===== src/rtl/spi_bus_arbiter_if.sv =====
`timescale 1ns/1ps
`default_nettype none
// ============================================================================
// Module   : spi_bus_arbiter_if
// Brief    : Requester/engine-side signal bundle for spi_bus_arbiter.
//            'slave' is the arbiter's view, 'master' is the surroundings'.
// Revision : 1.0 - initial release
// ============================================================================
interface spi_bus_arbiter_if #(
  parameter int NUM_REQUESTERS = 2
);
  logic [NUM_REQUESTERS-1:0]   req;
  logic [NUM_REQUESTERS-1:0]   grant;
  logic [NUM_REQUESTERS-1:0]   xfer_valid;
  logic [8*NUM_REQUESTERS-1:0] xfer_data;
  logic [NUM_REQUESTERS-1:0]   xfer_ready;
  logic [NUM_REQUESTERS-1:0]   rx_valid;
  logic [7:0]                  rx_data;
  logic                        eng_start;
  logic [7:0]                  eng_tx_data;
  logic                        eng_done;
  logic [7:0]                  eng_rx_data;
  logic [NUM_REQUESTERS-1:0]   cs_n;
  logic                        timeout;

  modport slave (
    input  req, xfer_valid, xfer_data, eng_done, eng_rx_data,
    output grant, xfer_ready, rx_valid, rx_data, eng_start, eng_tx_data,
           cs_n, timeout
  );

  modport master (
    output req, xfer_valid, xfer_data, eng_done, eng_rx_data,
    input  grant, xfer_ready, rx_valid, rx_data, eng_start, eng_tx_data,
           cs_n, timeout
  );
endinterface
`default_nettype wire


===== src/rtl/spi_bus_arbiter.sv =====
`timescale 1ns/1ps
`default_nettype none
// ============================================================================
// Module   : spi_bus_arbiter
// Brief    : Round-robin arbiter sharing one SPI byte engine among
//            NUM_REQUESTERS masters. Locks the bus for a whole transaction
//            and frames it with chip-select setup and hold periods.
//            Optional idle-lock watchdog: define SPI_ARB_TIMEOUT_EN.
// Revision : 1.0 - initial release
// ============================================================================
module spi_bus_arbiter #(
  parameter int NUM_REQUESTERS  = 2,
  parameter int CS_SETUP_CYCLES = 2,
  parameter int CS_HOLD_CYCLES  = 2,
  parameter int TIMEOUT_CYCLES  = 4096
) (
  input  logic             clock,
  input  logic             reset,
  spi_bus_arbiter_if.slave bus
);

  localparam int N       = NUM_REQUESTERS;
  localparam int IW      = (N > 1) ? $clog2(N) : 1;
  localparam int MAX_SH  = (CS_SETUP_CYCLES > CS_HOLD_CYCLES) ? CS_SETUP_CYCLES : CS_HOLD_CYCLES;
  localparam int MAX_ALL = (MAX_SH > TIMEOUT_CYCLES) ? MAX_SH : TIMEOUT_CYCLES;
  localparam int CNT_W   = $clog2(MAX_ALL + 1);

  localparam logic [CNT_W-1:0] SETUP_LAST = CNT_W'(CS_SETUP_CYCLES - 1);
  localparam logic [CNT_W-1:0] HOLD_LAST  = CNT_W'(CS_HOLD_CYCLES - 1);
  localparam logic [IW-1:0]    LAST_RST   = IW'(N - 1);

  typedef enum logic [2:0] {
    ST_IDLE      = 3'd0,
    ST_SETUP     = 3'd1,
    ST_ACTIVE    = 3'd2,
    ST_WAIT_DONE = 3'd3,
    ST_HOLD      = 3'd4
  } state_t;

  state_t           state_q, state_d;
  logic [N-1:0]     grant_q, grant_d;
  logic [N-1:0]     cs_n_q, cs_n_d;
  logic [N-1:0]     rx_valid_q, rx_valid_d;
  logic [IW-1:0]    last_q, last_d;      // owner while a transaction is open
  logic [CNT_W-1:0] cnt_q, cnt_d;        // shared setup/hold counter
  logic             byte_done_q, byte_done_d;
  logic [7:0]       rx_data_q, rx_data_d;
  logic             eng_start_q, eng_start_d;
  logic [7:0]       eng_tx_data_q, eng_tx_data_d;

  logic [N-1:0]     req_eff;
  logic [IW-1:0]    win_idx;
  logic [IW-1:0]    scan_idx;
  logic             win_found;
  logic [7:0]       tx_bytes [N];

  generate
    for (genvar i = 0; i < N; i++) begin : g_unpack
      assign tx_bytes[i] = bus.xfer_data[8*i +: 8];
    end
  endgenerate

`ifdef SPI_ARB_TIMEOUT_EN
  localparam logic [CNT_W-1:0] WD_LAST = CNT_W'(TIMEOUT_CYCLES - 1);

  logic [CNT_W-1:0] wd_cnt_q, wd_cnt_d;
  logic [N-1:0]     blocked_q, blocked_d;  // revoked requesters awaiting a req drop
  logic             timeout_q, timeout_d;

  assign req_eff     = bus.req & ~blocked_q;
  assign bus.timeout = timeout_q;

  // Watchdog state registers
  always_ff @(posedge clock) begin
    if (reset) begin
      wd_cnt_q  <= '0;
      blocked_q <= '0;
      timeout_q <= 1'b0;
    end else begin
      wd_cnt_q  <= wd_cnt_d;
      blocked_q <= blocked_d;
      timeout_q <= timeout_d;
    end
  end
`else
  assign req_eff     = bus.req;
  assign bus.timeout = 1'b0;
`endif

  // Round-robin search starting one past the previous winner
  always_comb begin
    win_found = 1'b0;
    win_idx   = last_q;
    scan_idx  = last_q;
    for (int k = 1; k <= N; k++) begin
      scan_idx = IW'((int'(last_q) + k) % N);
      if (!win_found && req_eff[scan_idx]) begin
        win_found = 1'b1;
        win_idx   = scan_idx;
      end
    end
  end

  // State and output registers
  always_ff @(posedge clock) begin
    if (reset) begin
      state_q       <= ST_IDLE;
      grant_q       <= '0;
      cs_n_q        <= '1;
      rx_valid_q    <= '0;
      last_q        <= LAST_RST;
      cnt_q         <= '0;
      byte_done_q   <= 1'b0;
      rx_data_q     <= '0;
      eng_start_q   <= 1'b0;
      eng_tx_data_q <= '0;
    end else begin
      state_q       <= state_d;
      grant_q       <= grant_d;
      cs_n_q        <= cs_n_d;
      rx_valid_q    <= rx_valid_d;
      last_q        <= last_d;
      cnt_q         <= cnt_d;
      byte_done_q   <= byte_done_d;
      rx_data_q     <= rx_data_d;
      eng_start_q   <= eng_start_d;
      eng_tx_data_q <= eng_tx_data_d;
    end
  end

  // Transaction sequencer: next state and registered outputs
  always_comb begin
    state_d       = state_q;
    grant_d       = grant_q;
    cs_n_d        = cs_n_q;
    rx_valid_d    = '0;
    last_d        = last_q;
    cnt_d         = cnt_q;
    byte_done_d   = 1'b0;
    rx_data_d     = rx_data_q;
    eng_start_d   = 1'b0;
    eng_tx_data_d = eng_tx_data_q;
`ifdef SPI_ARB_TIMEOUT_EN
    wd_cnt_d      = '0;
    blocked_d     = blocked_q & bus.req;
    timeout_d     = 1'b0;
`endif
    case (state_q)
      ST_IDLE: begin
        if (win_found) begin
          grant_d          = '0;
          grant_d[win_idx] = 1'b1;
          cs_n_d           = ~grant_d;
          last_d           = win_idx;
          cnt_d            = '0;
          state_d          = ST_SETUP;
        end
      end
      ST_SETUP: begin
        if (!bus.req[last_q]) begin
          cnt_d   = '0;
          state_d = ST_HOLD;
        end else if (cnt_q == SETUP_LAST) begin
          state_d = ST_ACTIVE;
        end else begin
          cnt_d = cnt_q + CNT_W'(1);
        end
      end
      ST_ACTIVE: begin
        if (bus.xfer_valid[last_q]) begin
          eng_start_d   = 1'b1;
          eng_tx_data_d = tx_bytes[last_q];
          state_d       = ST_WAIT_DONE;
        end else if (!bus.req[last_q]) begin
          cnt_d   = '0;
          state_d = ST_HOLD;
        end
`ifdef SPI_ARB_TIMEOUT_EN
        else if (wd_cnt_q == WD_LAST) begin
          timeout_d         = 1'b1;
          blocked_d[last_q] = 1'b1;
          cnt_d             = '0;
          state_d           = ST_HOLD;
        end else begin
          wd_cnt_d = wd_cnt_q + CNT_W'(1);
        end
`endif
      end
      ST_WAIT_DONE: begin
        // Linger one cycle after completion so ready follows rx_valid
        if (byte_done_q) begin
          state_d = ST_ACTIVE;
        end else if (bus.eng_done) begin
          rx_data_d   = bus.eng_rx_data;
          rx_valid_d  = grant_q;
          byte_done_d = 1'b1;
        end
      end
      ST_HOLD: begin
        if (cnt_q == HOLD_LAST) begin
          grant_d = '0;
          cs_n_d  = '1;
          state_d = ST_IDLE;
        end else begin
          cnt_d = cnt_q + CNT_W'(1);
        end
      end
      default: begin
        grant_d = '0;
        cs_n_d  = '1;
        state_d = ST_IDLE;
      end
    endcase
  end

  assign bus.grant       = grant_q;
  assign bus.cs_n        = cs_n_q;
  assign bus.xfer_ready  = (state_q == ST_ACTIVE) ? grant_q : '0;
  assign bus.rx_valid    = rx_valid_q;
  assign bus.rx_data     = rx_data_q;
  assign bus.eng_start   = eng_start_q;
  assign bus.eng_tx_data = eng_tx_data_q;

endmodule
`default_nettype wire

===== src/flat_wrapper.sv =====
// flat-port wrapper written by rule: the top's interface ports become plain ports
module spi_bus_arbiter_flat 
#(
  parameter int NUM_REQUESTERS  = 2,
  parameter int CS_SETUP_CYCLES = 2,
  parameter int CS_HOLD_CYCLES  = 2,
  parameter int TIMEOUT_CYCLES  = 4096
)
  (clock, reset, bus_req, bus_xfer_valid, bus_xfer_data, bus_eng_done, bus_eng_rx_data, bus_grant, bus_xfer_ready, bus_rx_valid, bus_rx_data, bus_eng_start, bus_eng_tx_data, bus_cs_n, bus_timeout);
  spi_bus_arbiter_if #(.NUM_REQUESTERS(NUM_REQUESTERS)) bus_i ();
  input  logic clock;
  input  logic reset;
  input wire logic [$bits(bus_i.req)-1:0] bus_req;
  input wire logic [$bits(bus_i.xfer_valid)-1:0] bus_xfer_valid;
  input wire logic [$bits(bus_i.xfer_data)-1:0] bus_xfer_data;
  input wire logic [$bits(bus_i.eng_done)-1:0] bus_eng_done;
  input wire logic [$bits(bus_i.eng_rx_data)-1:0] bus_eng_rx_data;
  output wire logic [$bits(bus_i.grant)-1:0] bus_grant;
  output wire logic [$bits(bus_i.xfer_ready)-1:0] bus_xfer_ready;
  output wire logic [$bits(bus_i.rx_valid)-1:0] bus_rx_valid;
  output wire logic [$bits(bus_i.rx_data)-1:0] bus_rx_data;
  output wire logic [$bits(bus_i.eng_start)-1:0] bus_eng_start;
  output wire logic [$bits(bus_i.eng_tx_data)-1:0] bus_eng_tx_data;
  output wire logic [$bits(bus_i.cs_n)-1:0] bus_cs_n;
  output wire logic [$bits(bus_i.timeout)-1:0] bus_timeout;
  assign bus_i.req = bus_req;
  assign bus_i.xfer_valid = bus_xfer_valid;
  assign bus_i.xfer_data = bus_xfer_data;
  assign bus_i.eng_done = bus_eng_done;
  assign bus_i.eng_rx_data = bus_eng_rx_data;
  assign bus_grant = bus_i.grant;
  assign bus_xfer_ready = bus_i.xfer_ready;
  assign bus_rx_valid = bus_i.rx_valid;
  assign bus_rx_data = bus_i.rx_data;
  assign bus_eng_start = bus_i.eng_start;
  assign bus_eng_tx_data = bus_i.eng_tx_data;
  assign bus_cs_n = bus_i.cs_n;
  assign bus_timeout = bus_i.timeout;
  spi_bus_arbiter #(.NUM_REQUESTERS(NUM_REQUESTERS), .CS_SETUP_CYCLES(CS_SETUP_CYCLES), .CS_HOLD_CYCLES(CS_HOLD_CYCLES), .TIMEOUT_CYCLES(TIMEOUT_CYCLES)) u_core (.clock(clock), .reset(reset), .bus(bus_i));
endmodule

===== config.mk =====
export PLATFORM = sky130hd
export DESIGN_NAME = spi_bus_arbiter_flat
export DESIGN_NICKNAME = d
export VERILOG_FILES = /design/src/rtl/spi_bus_arbiter_if.sv /design/src/rtl/spi_bus_arbiter.sv /design/src/flat_wrapper.sv
export SDC_FILE = /design/constraint.sdc
export NUM_CORES = 1
export LEC_CHECK = 0
export BUFFER_PORTS_ARGS = -buffer_cell sky130_fd_sc_hd__buf_2
export CORE_MARGIN = 5
export CORE_UTILIZATION = 45
export CTS_BUF_LIST = sky130_fd_sc_hd__clkbuf_8
export DETAILED_ROUTE_END_ITERATION = 10
export GPL_TIMING_DRIVEN = 0
export PLACE_DENSITY = 0.73
export SYNTH_ARGS = -nofsm -noshare
export SYNTH_HDL_FRONTEND = slang
export SYNTH_SLANG_ARGS = --single-unit

===== constraint.sdc =====
create_clock -name clock -period 1.7 [get_ports clock]
set_clock_uncertainty 0.15 [all_clocks]
set_input_delay 0.17 -clock clock [delete_from_list [all_inputs] [get_ports clock]]
set_output_delay 0.17 -clock clock [all_outputs]
set_load 0.02 [all_outputs]

After elaboration in Yosys (flattened, before gate mapping)
Cells that the tools add are included.
{"block": "word_totals", "ff_bits": 41, "in_bits": 31, "output_inout_bits": 26, "word_cells": 93}
{"block": "classes", "add_sub_neg": 3, "n_lt_le_gt_ge": 6, "n_eq_ne": 12, "muxes": 40, "bitwise": 7, "reduce_logical": 15}
{"op": "2-to-1 mux 13 bit", "n": 5}
{"op": "case mux 13 bit (4 select lines)", "n": 1}
{"op": "2-to-1 mux 8 bit", "n": 3}
{"op": "2-to-1 mux 3 bit", "n": 7}
{"op": "2-to-1 mux 1 bit", "n": 15}
{"op": "case mux 3 bit (5 select lines)", "n": 1}
{"op": "adder 13 x 1 -> 13 bit (second input constant)", "n": 1}
{"op": "== test 13 x 1 -> 1 bit (second input constant)", "n": 1}
{"op": "case mux 2 bit (3 select lines)", "n": 2}
{"op": "2-to-1 mux 2 bit", "n": 5}
{"op": "less-than comparator 1 x 2 -> 1 bit (second input constant)", "n": 4}
{"op": "== test 3 x 2 -> 1 bit (second input constant)", "n": 2}
{"op": "!= test 2 x 1 -> 1 bit (second input constant)", "n": 3}
{"op": "!= test 3 bit (second input constant)", "n": 2}
{"op": "AND reduction 3 bit", "n": 2}
{"op": "OR reduction 3 bit", "n": 2}
{"op": "NOT 1 bit", "n": 5}
{"op": "AND reduction 5 bit", "n": 1}
{"op": "!= test 2 bit (second input constant)", "n": 2}
{"op": "AND reduction 2 bit", "n": 2}
{"op": "AND reduction 4 bit", "n": 1}
{"op": "nonzero test 4 bit", "n": 1}
{"op": "OR reduction 4 bit", "n": 1}
{"op": "== test 3 x 1 -> 1 bit (second input constant)", "n": 1}
{"op": "11 further kinds", "n": 13}

Longest topological paths before layout
Gate-level depths: netlist (run 1).
{"block": "depth", "depth_word": 14, "mapped_depth": 7, "ltp_nobuf": 7}

Worst setup path before layout (run 1)
OpenSTA, ideal clock, no wires.
{"block": "synth_timing", "path_type": "register to register", "from": "register u_core.state_q[2]", "to": "register u_core.cnt_q[4]", "t_arrival_ns": 1.567, "required_time_ns": 1.480, "setup_slack_ns": -0.088, "stages_incl_launch_ff": 6, "n_path_buf": 1, "period_less_slack_ns": 1.788, "cell_sequence": "dfxtp_1 buf_6 or3b_4 o31a_1 or4b_1 a21oi_1"}
{"block": "synth_via", "elab_chain_len": 3, "elab_cells_between_ends": 10, "classes_between": "eq/ne (6); mux (1); reduce/logical (3)"}
{"item": "from (decl)", "line": "spi_bus_arbiter.sv:40", "rtl": "state_t state_q, state_d;"}
{"item": "from (signal assigned)", "line": "spi_bus_arbiter.sv:118", "rtl": "state_q <= state_d;"}
{"item": "== test 3 x 2 -> 1 bit, or another cell as far along", "line": "spi_bus_arbiter.sv:148", "rtl": "case (state_q)"}
{"item": "!= test 2 bit (no source line), or another cell as far along"}
{"item": "AND reduction 4 bit (no source line)"}
{"item": "to (signal assigned)", "line": "spi_bus_arbiter.sv:123", "rtl": "cnt_q <= cnt_d;"}
{"item": "to (decl)", "line": "spi_bus_arbiter.sv:45", "rtl": "logic [CNT_W-1:0] cnt_q, cnt_d;"}
Several ways; a longest one is shown, not always the timed one.
A chain may end at the register's enable or synchronous reset.

Final worst setup path (run 1)
Same ends and word-level chain as after synthesis.

==> results.toml, run 1 <==
[yosys]
synth_seq_cells = 41
synthCells = 225
syn_area_mm2 = 0.00203
syn_nets = 258
seq_area_frac_synth = 0.404
synth_cell_types = 51
synth-warning-count = 0
synth_edf_count = 0
synth-main-ff-cell = "dfxtp_1"
syn_avg_cell_area_um2 = 9.03
ys_async_sr_fraction = 0

[min_path]
hp-start = "reset"
hold_path_class = "primary input to flip-flop"
whs_endpoint = "u_core.cnt_q[2]$_SDFFE_PP0P_"
holdPathStages = 3

[sta]
finalCritPeriodShare = 1.13
rsz0062_at_grt = "true"
hold_viol_final = 0
min_period_ns = 1.92
fin_tns_setup_ns = -3.23
setup_viol = 32
max_freq_mhz = 521
layout_setup_ws_ns = -0.218
tightest_slew_ns = 0.663
slew_headroom = 0.558
finalMaxSlewViolations = 0

[critical_path]
cp.required_ns = 1.76
end_kind = "flip-flop"
reg2reg_depth = 5
cp_num_buf_inv = 1
cp_top_family = "simple AND/OR/NAND/NOR gates"
crit_arrival_ns = 1.98
slowest_stage = "or4b_4"
rrSetupSlack_ns = -0.22
slowest_delay_ns = 0.49
start_kind = "flip-flop"
critPathKind = "flip-flop to flip-flop"
rr_endpoint = "u_core.cnt_q[4]$_SDFFE_PP0P_"
worstPathCellList = "buf_6 > or3b_4 > o31a_1 > or4b_4 > a21oi_2"
crit_fanout = 9
timing.rr.start = "u_core.state_q[2]$_SDFFE_PP0P_"

[detailed_routing]
ant_nets = 0
detail_route.iter0.violations = 173
num_vias = 2081
drtPass1Iterations = 5
viasPerCell = 5.51
drt-total-wl_mm = 6.27
drc = 0
wl_per_cell_um = 16.6

[floorplanning]
rows = 24
io_pins = 57
die_w_um = 77.2
start_util = 0.467
core_area_mm2 = 0.00435
die_h_um = 77.2
die-area_mm2 = 0.00596

[global_route]
grt.total_usage = 0.179
use_met1 = 0.235
antenna_found_initial = 0
grt_max_degree = 15
grt_pass1_wl_mm = 8.91
grtUsageMet3 = 0.0422
grt_busiest_layer = "met2"
grt.overflow.total = 0
grtUsageMet2 = 0.284
grt_pass1_vias = 1925

[clock_tree]
clkTransAtPathRegs_ns = 0.09
clockBufferDepth = 2
clock-sinks = 41
clockRootBuffer = "clkbuf_8"
cts_buffers = 5
h-tree-depth = 2
clkLatencyLatePin_ns = 0.29
cts_tree = "yes"

[layout]
fin_nets = 358
register_area_um2 = 838
antenna_cells = 0
drive_above_1_share = 0.552
fillCellCount = 275
area_growth_pct = 57.6
finalNonFillerCells = 378
multi_input_area_mm2 = 0.00143

[job]
maxCapViolCount = 0

[placement]
hpwl_mm = 3.46
gp_congestion = 0.846
port_buffers = 55
dp.cells = 332

[power]
leakagePower_uw = 0.00137
power_density_mw_per_mm2 = 1410
ir_worst_vdd_uv = 713

[run_status]
violations = "negative setup slack"
run_status = "complete, but fails checks"
## flip-flops by register name, summed over array words and instances (netlist names)
register	cells
u_core.bus.grant	2
u_core.bus.eng_start	1
u_core.bus.eng_tx_data	8
u_core.state_q	3
u_core.bus.cs_n	2
u_core.byte_done_q	1
u_core.cnt_q	13
u_core.bus.rx_valid	2
u_core.last_q	1
u_core.bus.rx_data	8
## layer usage
layer | share of wire | vias to the layer above
li1 | - | 1001
met1 | 0.41 | 986
met2 | 0.49 | 88
met3 | 0.086 | 6
met4 | 0.013 | 0
met5 | 0 | -
## worst max path at each step
stage / endpoint / depth (start not counted) / startpoint / slack, ns
after floorplan: u_core.cnt_q[2]$_SDFFE_PP0P_ / 7 / u_core.last_q$_SDFFE_PP1P_ / -0.04
after global placement: u_core.state_q[0]$_SDFFE_PP0P_ / 5 / u_core.cnt_q[7]$_SDFFE_PP0P_ / -0.21
after detailed placement: u_core.bus.eng_tx_data[7]$_SDFFE_PP0P_ / 6 / u_core.state_q[0]$_SDFFE_PP0P_ / -0.26
after CTS: u_core.cnt_q[2]$_SDFFE_PP0P_ / 7 / u_core.last_q$_SDFFE_PP1P_ / -0.19
after global routing: u_core.cnt_q[0]$_SDFFE_PP0P_ / 8 / u_core.last_q$_SDFFE_PP1P_ / -0.29
final: u_core.cnt_q[4]$_SDFFE_PP0P_ / 5 / u_core.state_q[2]$_SDFFE_PP0P_ / -0.22
## Yosys cell counts, types with 2 or more instances
cell | count | share of area
dfxtp_1 | 41 | 0.40
nor2_1 | 39 | 0.072
mux2i_1 | 17 | 0.084
a21oi_1 | 13 | 0.032
a211oi_1 | 11 | 0.041
xnor2_1 | 9 | 0.039
nand2_1 | 8 | 0.015
nor4_1 | 8 | 0.025
buf_2 | 7 | 0.017
nand2b_1 | 5 | 0.015
clkbuf_1 | 4 | 0.0074
inv_1 | 4 | 0.0074
nand3_1 | 4 | 0.0099
buf_6 | 3 | 0.017
nand4_1 | 3 | 0.0092
nor3_1 | 3 | 0.0074
or2_2 | 3 | 0.0092
or3_1 | 3 | 0.0092
a31oi_1 | 2 | 0.0062
and2_1 | 2 | 0.0062
and3_1 | 2 | 0.0062
buf_4 | 2 | 0.0074
ha_1 | 2 | 0.012
nor4b_2 | 2 | 0.015
o21ai_0 | 2 | 0.0049
## what timing repair did
action,in CTS,in global routing
pin swaps,16,19
hold buffers,8,0
cloned,1,2
buffers inserted,12,18
endpoints found under the hold margin,8,0
endpoints found under the setup margin,37,38
resized for setup,34,57
## worst min-delay path: stages
cell,delay (ns)
buf_2,0.09
a21o_2,0.11
a311oi_1,0.05
## report_power, final
group | internal (uW) | switching [uW]
registers | 1110 | 95.8
logic | 1300 | 1370
clock network | 288 | 366
## cell families (layout without fill, tap and decap cells)
kind of cell,count (synthesis),after routing,share of synthesized area
compound gates,40,40,0.135
other cells,1,1,0.00185
mux,20,20,0.107
xor+xnor,9,9,0.0388
buf+inv,21,122,0.0579
simple gates,91,91,0.243
flops,41,41,0.404
fa+ha+maj,2,2,0.0123
## per-stage QoR
step            util  cell area [um^2]  total power [uW]  worst slack [ns]  hold WS (ns)
2_1_floorplan      -              2080              2390           -0.0429         0.164
3_3_place_gp   0.556              2420              2700            -0.211         0.253
3_5_place_dp   0.556              2420              2730            -0.261         0.260
4_1_cts        0.658              2870              3890            -0.185     0.0000447
5_1_grt        0.736              3200              4750            -0.286        0.0114
6_report       0.736              3200              4520            -0.218        0.0171
## cell type report
class,count,area share
inverter,4,0.00469
tap,52,0.0203
clock inverter,3,0.00703
sequential,41,0.262
buffer,16,0.0473
timing repair buffer,94,0.190
multi-input combinational,163,0.447
clock buffer,5,0.0215
## cells in the final DEF, fill, tap and decap left out, drive strengths merged, types with 2 or more instances in the layout
master        n
a21oi        13
dfxtp        41
or3           3
or2           3
nor2         39
a211oi       11
inv           4
ha            2
nor3          4
nand2b        5
nor4          9
a21o          2
clkbuf        9
dlygate4sd3   8
buf          98
xnor2         9
nand4         3
a31oi         2
and3          2
o21ai         2
nand3         4
and2          2
nand2         8
nor4b         2
mux2i        19
clkinvlp      3
Power figures use the tool's default switching activity.
==> run 2: changes to the inputs <==
Settings changed: PLACE_DENSITY 0.73 to 0.7.
Clock period 1.7 ns to 1.84 ns, I/O delays scaled along.
==> run 2 against run 1 <==
Effect of this change: the run still ends with negative setup slack left; final area down 5.1%; critical path depth rose by 2; via count decreased by 2.5%; wire length decreased by 9.8%; total power is 12% lower; non-clock buffer count down 7; sequential power is 7% lower; setup slack improved by 0.093 ns; global-route usage down 0.23 points; critical path type unchanged; largest power group unchanged; highest routed layer unchanged.
==> results.toml, run 2 (synthesis results as in run 1) <==
[critical_path]
crit_arrival_ns = 1.98
start_kind = "flip-flop"
timing.rr.start = "u_core.cnt_q[1]$_SDFFE_PP0P_"
end_kind = "flip-flop"
rr_endpoint = "u_core.state_q[0]$_SDFFE_PP0P_"
reg2reg_depth = 7
crit_fanout = 4
rrSetupSlack_ns = -0.12
cp.required_ns = 1.86
critPathKind = "flip-flop to flip-flop"

[power]
leakagePower_uw = 0.00134
power_density_mw_per_mm2 = 1310
power_uw = 3990
ir_worst_vdd_uv = 709

[global_route]
grt_pass1_wl_mm = 8.78
antenna_found_initial = 0
grt_max_degree = 15
grt.overflow.total = 0
grt.total_usage = 0.177
grt_pass1_vias = 1927

[floorplanning]
start_util = 0.467
rows = 24
die_h_um = 77.2
core_area_mm2 = 0.00435
die_w_um = 77.2
io_pins = 57
die-area_mm2 = 0.00596

[sta]
min_period_ns = 1.96
fin_tns_setup_ns = -0.372
max_freq_mhz = 509
whs_ns = 0.0515
tightest_slew_ns = 0.518
finalCritPeriodShare = 1.07
finalMaxSlewViolations = 0
layout_setup_ws_ns = -0.125
rsz0062_at_grt = "true"
hold_viol_final = 0
setup_viol = 5
slew_headroom = 0.655

[run_status]
violations = "negative setup slack"
run_status = "complete, but fails checks"

[layout]
finalNonFillerCells = 371
regMostFlops = "u_core.cnt_q"
final_core_util = 0.698
antenna_cells = 0
final_cell_mix = "57 x buf_2, 36 x nor2_1, 33 x dfxtp_1, 22 x buf_4, 17 x mux2i_1"
largest_reg_flops = 13
drive_above_1_share = 0.464
fin_nets = 351
layout_commonest_cell = "buf_2"
area_growth_pct = 49.6

[job]
maxCapViolCount = 0

[placement]
gp_congestion = 0.868
port_buffers = 55
hpwl_mm = 3.41
dp.cells = 332

[min_path]
hold_path_class = "primary input to flip-flop"
whs_endpoint = "u_core.cnt_q[2]$_SDFFE_PP0P_"
hp-start = "reset"
holdPathStages = 3

[detailed_routing]
num_vias = 2030
wl_per_cell_um = 15.2
drtPass1Iterations = 4
drc = 0
ant_nets = 0
drt-total-wl_mm = 5.65
viasPerCell = 5.47
detail_route.iter0.violations = 152

[clock_tree]
clkTransAtPathRegs_ns = 0.08
cts_tree = "yes"
clkLatencyLatePin_ns = 0.30
cts_buffers = 5
h-tree-depth = 2
clockBufferDepth = 2
clockRootBuffer = "clkbuf_8"
clock-sinks = 41
-- run 2: how the worst max path moves through the flow --
stage                                    from                              to  slack, ns  cells after the start
3_3_place_gp     u_core.cnt_q[7]$_SDFFE_PP0P_  u_core.state_q[0]$_SDFFE_PP0P_      -0.23                      5
3_5_place_dp     u_core.cnt_q[7]$_SDFFE_PP0P_  u_core.state_q[0]$_SDFFE_PP0P_      -0.24                      5
4_1_cts          u_core.cnt_q[1]$_SDFFE_PP0P_  u_core.state_q[0]$_SDFFE_PP0P_     -0.008                      7
5_1_grt          u_core.cnt_q[1]$_SDFFE_PP0P_  u_core.state_q[1]$_SDFFE_PP0P_      -0.16                      7
6_report         u_core.cnt_q[1]$_SDFFE_PP0P_  u_core.state_q[0]$_SDFFE_PP0P_      -0.12                      7
2_1_floorplan  u_core.state_q[2]$_SDFFE_PP0P_    u_core.cnt_q[4]$_SDFFE_PP0P_       0.05                      5
-- run 2: where the power goes --
part / total, uW / switching (uW) / leakage, uW / internal (uW)
Sequential: 1130 / 99.0 / 0.000336 / 1030
Combinational: 2120 / 1070 / 0.000944 / 1050
Clock: 734 / 327 / 0.0000585 / 407
Total: 3990 / 1500 / 0.00134 / 2490
-- run 2: worst max-delay path, stage by stage, from the launching register on --
cell	delay, ns
dfxtp_2	0.34
inv_2	0.06
ha_4	0.11
nor4b_4	0.27
nand3_2	0.20
a221oi_4	0.42
mux2i_1	0.25
nor2_1	0.06
-- run 2: metrics by stage --
| step | cell area (um^2) | worst slack [ns] |
|---|---|---|
| final | 3040 | -0.125 |
| after global routing | 3040 | -0.160 |
| after CTS | 2740 | -0.00787 |
| after detailed placement | 2370 | -0.235 |
| after global placement | 2370 | -0.232 |
| after floorplan | 2030 | 0.0525 |
-- run 2: repair_timing --
item / CTS / global route
endpoints found under the hold margin: 8 / 0
buffers inserted: 7 / 14
pin swaps: 6 / 13
hold buffers: 8 / 0
cloned: 0 / 3
resized for setup: 26 / 41
setup endpoints to repair: 26 / 30
-- run 2: layout make-up --
cell class	instances	area, um^2
buffer	16	135
clock buffer	5	68.8
sequential	41	836
clock inverter	3	43.8
tap	52	65.1
fill	301	1320
timing repair buffer	87	558
multi-input combinational	163	1320
inverter	4	15.0
-- run 2: per-layer routing --
metal	up-vias	track usage	wire [um]
li1	986	-	-
met1	941	0.225	2380
met2	85	0.289	2730
met3	18	0.0363	400
met4	0	0.0722	143
met5	-	0	0
